`src/rtl/clock_gate_ctrl.sv`:
```
// clock_gate_ctrl: idle-detecting clock gate controller with 4-phase sleep handshake
module clock_gate_ctrl #(
  parameter int IDLE_CYCLES = 16,
  parameter int CNT_W = $clog2(IDLE_CYCLES + 1)
) (
  input  logic clk_i,
  input  logic rst_i,
  input  logic enable_i,
  input  logic busy_i,
  input  logic wake_i,
  input  logic sleep_ack_i,
  output logic sleep_req_o,
  output logic en_o,
  output logic gated_o
);
  typedef enum logic [1:0] {RUN, DRAIN, GATED, WAKE} state_t;
  state_t state, state_nxt;
  logic [CNT_W-1:0] cnt, cnt_nxt;
  logic idle, at_max;
  assign idle = enable_i & ~busy_i & ~wake_i;
  assign at_max = cnt == CNT_W'(IDLE_CYCLES - 1);
  always_ff @(posedge clk_i) begin
    if (rst_i) begin
      state <= RUN;
      cnt <= '0;
    end else begin
      state <= state_nxt;
      cnt <= cnt_nxt;
    end
  end
  always_comb begin
    state_nxt = RUN;
    cnt_nxt = '0;
    case (state)
      RUN: begin
        state_nxt = idle && at_max ? DRAIN : RUN;
        cnt_nxt = idle && !at_max ? cnt + 1'b1 : '0;
      end
      DRAIN: state_nxt = !idle ? WAKE : sleep_ack_i ? GATED : DRAIN;
      GATED: state_nxt = idle ? GATED : WAKE;
      WAKE: state_nxt = sleep_ack_i ? WAKE : RUN;
      default: state_nxt = RUN;
    endcase
  end
  assign en_o = state != GATED;
  assign sleep_req_o = state == DRAIN || state == GATED;
  assign gated_o = state == GATED;
endmodule

```
`config.mk`:
```
export PLATFORM = sky130hd
export DESIGN_NAME = clock_gate_ctrl
export DESIGN_NICKNAME = d
export VERILOG_FILES = /design/src/rtl/clock_gate_ctrl.sv
export SDC_FILE = /design/constraint.sdc
export NUM_CORES = 1
export LEC_CHECK = 0
export BUFFER_PORTS_ARGS = -buffer_cell sky130_fd_sc_hd__clkbuf_2
export CAP_MARGIN = 15
export CORE_AREA = 2 2 39 41
export DETAILED_ROUTE_END_ITERATION = 10
export DIE_AREA = 0 0 41 43
export PLACE_DENSITY = 0.54
export SETUP_SLACK_MARGIN = 0.5
export SYNTH_ARGS = -nofsm -noshare
export SYNTH_HDL_FRONTEND = slang
export SYNTH_SLANG_ARGS = --single-unit
export TNS_END_PERCENT = 30
```
`constraint.sdc`:
```
create_clock -name clk_i -period 2.9 [get_ports clk_i]
set_clock_uncertainty 0.05 [all_clocks]
set_input_delay 0.29 -clock clk_i [delete_from_list [all_inputs] [get_ports clk_i]]
set_output_delay 0.29 -clock clk_i [all_outputs]
set_load 0.03 [all_outputs]
```
# Word level (Yosys, flattened, before mapping)
# Cells that the tools add are included.
[totals]
regBits = 7
input_bits = 6
elab_cells = 26
[classes]
addsub = 1
n_eq_ne = 5
muxes = 6
n_bitwise = 6
n_reduce_logical = 6
[op_table]
columns = ["op", "count"]
rows = [
  ["2-bit one-hot mux with 4 select lines", 1],
  ["2-bit 2-to-1 mux", 3],
  ["5-bit by 1-bit adder with 5-bit output (second input constant)", 1],
  ["5-bit by 4-bit == test with 1-bit output (second input constant)", 1],
  ["2-bit == test (second input constant)", 2],
  ["1-bit NOT", 4],
  ["3-bit OR reduction", 1],
  ["1-bit bitwise AND", 2],
  ["2-bit by 1-bit == test with 1-bit output (second input constant)", 1],
  ["1-bit logical AND", 2],
  ["2-bit logical NOT", 1],
  ["1-bit 2-to-1 mux", 2],
  ["2-bit != test (second input constant)", 1],
  ["1-bit logical NOT", 1],
  ["1-bit logical OR", 1],
]

# Longest topological paths before layout
[depth]
word_depth = 6
mapped_depth = 6
ltp_nobuf = 6

# Worst setup path before layout
# Ideal clock, no wire load.
[synth_timing]
path_type = "reg-to-reg"
start = "register state[0]"
end = "register state[0]"
setup_time_ns = 0.074
arrival_ns = 1.267
required_time_ns = 2.776
path_slack_ns = 1.509
stages_incl_launch_ff = 6
n_path_buf = 0
period_less_slack_ns = 1.391
cell_sequence = "dfxtp_1 inv_1 ha_1 nor2_1 or3_1 a31oi_1"
[synth_between]
elab_chain_cells = 2
elab_cells_between_ends = 5
cone_classes = "3 x eq/ne; 1 x mux; 1 x reduce/logical"
[synth_rtl]
columns = ["element", "line", "rtl"]
rows = [
  ["from (decl)", "17", "state_t state, state_nxt;"],
  ["from (signal assigned)", "27", "state <= state_nxt;"],
  ["2-bit == test", "n/a", ""],
  ["via gated_o", "14", "output logic gated_o"],
  ["2-bit one-hot mux with 4 select lines", "34", "case (state)"],
]
# The timed path passes the listed nets, and every way through them passes these cells.
# A chain may end at the register's enable or synchronous reset.

# Final worst setup path
[layout_timing]
start = "register state[0]"
end = "output port en_o"
[layout_between]
elab_chain_cells = 1
[layout_rtl]
columns = ["element", "line", "rtl"]
rows = [
  ["2-bit != test", "45", "assign en_o = state != GATED;"],
  ["to (decl)", "13", "output logic en_o,"],
]
# Every way passes these cells.

==> impl_metrics.json <==
{
  "status": "complete, no violations",
  "hold_path_end": "state[0]$_SDFF_PP0_",
  "core_sq_um": 1380,
  "start_kind": "register",
  "synth_top_cell_area_share_pct": 37.0,
  "via_per_inst": 4.10,
  "max_cap_violations": 0,
  "clkPwrFrac_pct": 45.4,
  "yosysSeqAreaShare_pct": 37.0,
  "p_sw_uw": 38.9,
  "clockRootBuffer": "clkbuf_4",
  "synthTopCellsByCount": "dfxtp_1, ha_1, nor2_1",
  "synth_cell_types": 16,
  "ys_async_sr_fraction_pct": 0,
  "pwr-share-comb_pct": 4.2,
  "synth_top_area_cell": "dfxtp_1",
  "synth.avg_cell_area_sq_um": 9.48,
  "stdcell_count": 68,
  "cts_buffers": 3,
  "synthesis.nets": 53,
  "crit_type": "reg2out",
  "met2_usage_pct": 9.06,
  "clock_path_buffers": 2,
  "dieArea_sq_um": 1760,
  "antenna_found_initial": 0,
  "setup_viol": 0,
  "grt_pass1_wl_microns": 883,
  "internal_power_uw": 154,
  "use_met1_pct": 10.1,
  "dp_hpwl_microns": 453,
  "diodes": 0,
  "die_h_microns": 43,
  "cts_tree": "built",
  "critical_path.max_fanout": 3,
  "rows": 14,
  "io_pins": 9,
  "setup_tns_ns": 0,
  "cts-resized-gates": 0,
  "end_kind": "output pin",
  "worstSkewPairLatency_ns": 0.25,
  "swShare_pct": 20.2,
  "num_vias": 279,
  "cp.required_ns": 2.56,
  "initial_core_util_pct": 27.4,
  "synth_edf_count": 0,
  "drc": 0,
  "routed_wirelength_microns": 534,
  "path_clk_slew_ns": 0.05,
  "cts-hold-fix-buffers": 0,
  "htreeDepth": 1,
  "min_path_type": "in2reg",
  "post_cts_buffers": 0,
  "io_buffers": 8,
  "grt.met3_usage_pct": 4.71,
  "grt-ovfl-total": 0,
  "hold_viol": 0,
  "min_period_over_period_pct": 52.7,
  "reg2reg_to": "cnt[3]$_SDFF_PP0_",
  "syn-cell-area_sq_um": 379,
  "synth_cells": 40,
  "arrival_ns": 1.19,
  "drt_iter0_markers": 2,
  "worst-r2r-setup-slack_ns": 1.45,
  "grt.total_usage_pct": 7.86,
  "yosys_most_used_dff": "dfxtp_1",
  "gr-max-usage-layer": "met1",
  "grt_pass1_vias": 238,
  "powerDensity_nw_per_um2": 414,
  "rsz0062_at_grt": "no",
  "synth_warnings": 0,
  "ys_ff_latch": 7,
  "cts_sinks": 7,
  "fin_crit_ns": 1.53,
  "globalplace.congestion": 0.641,
  "detail_route.wl_per_cell_microns": 7.85,
  "area_growth_syn_to_layout_pct": 22.8,
  "ir_drop_mv": 0.278,
  "layout-drive-gt1-share_pct": 25.0,
  "power.static_leakage_uw": 0.000197,
  "grt_max_degree": 6,
  "detail-route-antenna-nets": 0,
  "ys_top_cells_by_area": "dfxtp_1, ha_1, nor2_1",
  "clock.fmax_ghz": 0.654,
  "tightest_slew_ns": 0.251,
  "min-delay-start": "rst_i",
  "seqPwrFrac_pct": 50.4,
  "whs_path_depth": 2,
  "dpl.cell_count": 64,
  "drv_slew": 0,
  "dr.pass1.iters": 2,
  "rr_worst_depth": 6,
  "rr_startpoint": "cnt[0]$_SDFF_PP0_",
  "relSlewSlack_pct": 83.2,
  "fin_nets": 66,
  "die_w_microns": 41
}
critical path: stages, from the launching register on:
cell and delay [ns]:
dfxtp_1 0.36, inv_1 0.09, ha_1 0.22, inv_1 0.07, clkbuf_2 0.20
layer usage:
layer	wire length (microns)	part of all wire (%)
met5	0	0
met4	10	1.9
met3	43	8.1
met2	203	38
met1	277	52
cell usage in the layout, fill, tap and decap left out:
cell type  Yosys  final
clkbuf_1       0      1
a311oi_1       1      1
nand3_1        3      3
o21ai_0        1      1
ha_1           7      7
xnor2_1        1      1
or2_2          1      1
and3_1         1      1
dfxtp_1        7      7
nor3b_4        1      1
a31oi_1        1      1
clkbuf_2       0      8
or3_1          1      1
inv_1          5      5
nand2b_1       1      1
nor2_1         7      7
clkbuf_4       0      3
mux2i_1        1      1
xor2_1         1      1
power groups by stage:
stage	clock, uW	sequential (uW)	combinational [uW]
floorplan	0	99.0	3.24
global placement	0	99.0	8.17
detailed placement	0	99.0	8.38
CTS	91.4	97.0	8.39
global route	96.9	97.0	9.31
finish	87.4	97.0	8.16
how the worst max path moves through the flow:
stage	slack, ns	startpoint	to
final	1.37	state[0]$_SDFF_PP0_	en_o
after floorplan	1.51	state[0]$_SDFF_PP0_	state[0]$_SDFF_PP0_
after global placement	1.47	cnt[0]$_SDFF_PP0_	cnt[3]$_SDFF_PP0_
after CTS	1.35	state[0]$_SDFF_PP0_	en_o
after global routing	1.31	state[0]$_SDFF_PP0_	en_o
after detailed placement	1.45	cnt[0]$_SDFF_PP0_	cnt[3]$_SDFF_PP0_
metrics by stage:
| stage | util (%) | setup WS (ns) | hold WS, ns | total power, uW | instance area (sq um) |
|---|---|---|---|---|---|
| after floorplan | - | 1.51 | 0.309 | 102 | 379 |
| after global placement | 31.7 | 1.47 | 0.395 | 107 | 439 |
| after detailed placement | 31.7 | 1.45 | 0.389 | 107 | 439 |
| after CTS | 33.6 | 1.35 | 0.185 | 197 | 465 |
| after global routing | 33.6 | 1.31 | 0.202 | 203 | 465 |
| final | 33.6 | 1.37 | 0.189 | 193 | 465 |
area by class of cell:
| type | count | area (sq um) |
|---|---|---|
| Fill cell | 145 | 918 |
| Inverter | 5 | 18.8 |
| Timing Repair Buffer | 8 | 40.0 |
| Multi-Input combinational cell | 28 | 220 |
| Sequential cell | 7 | 140 |
| Tap cell | 16 | 20.0 |
| Clock buffer | 4 | 26.3 |
logic make-up (layout without fill, tap and decap cells):
kind of cell    count (synthesis)  in the layout  synth area share, %
simple gates                   15             15                 22.4
fa+ha+maj                       7              7                 23.1
compound gates                  3              3                 5.28
mux                             1              1                 2.64
buf+inv                         5             17                 4.95
xor+xnor                        2              2                 4.62
flops                           7              7                 37.0
state kept, by name, summed over array words and instances, names as in the netlist:
| register | flops |
|---|---|
| cnt | 5 |
| state | 2 |
Note: power is estimated with default switching activity, not from simulation.
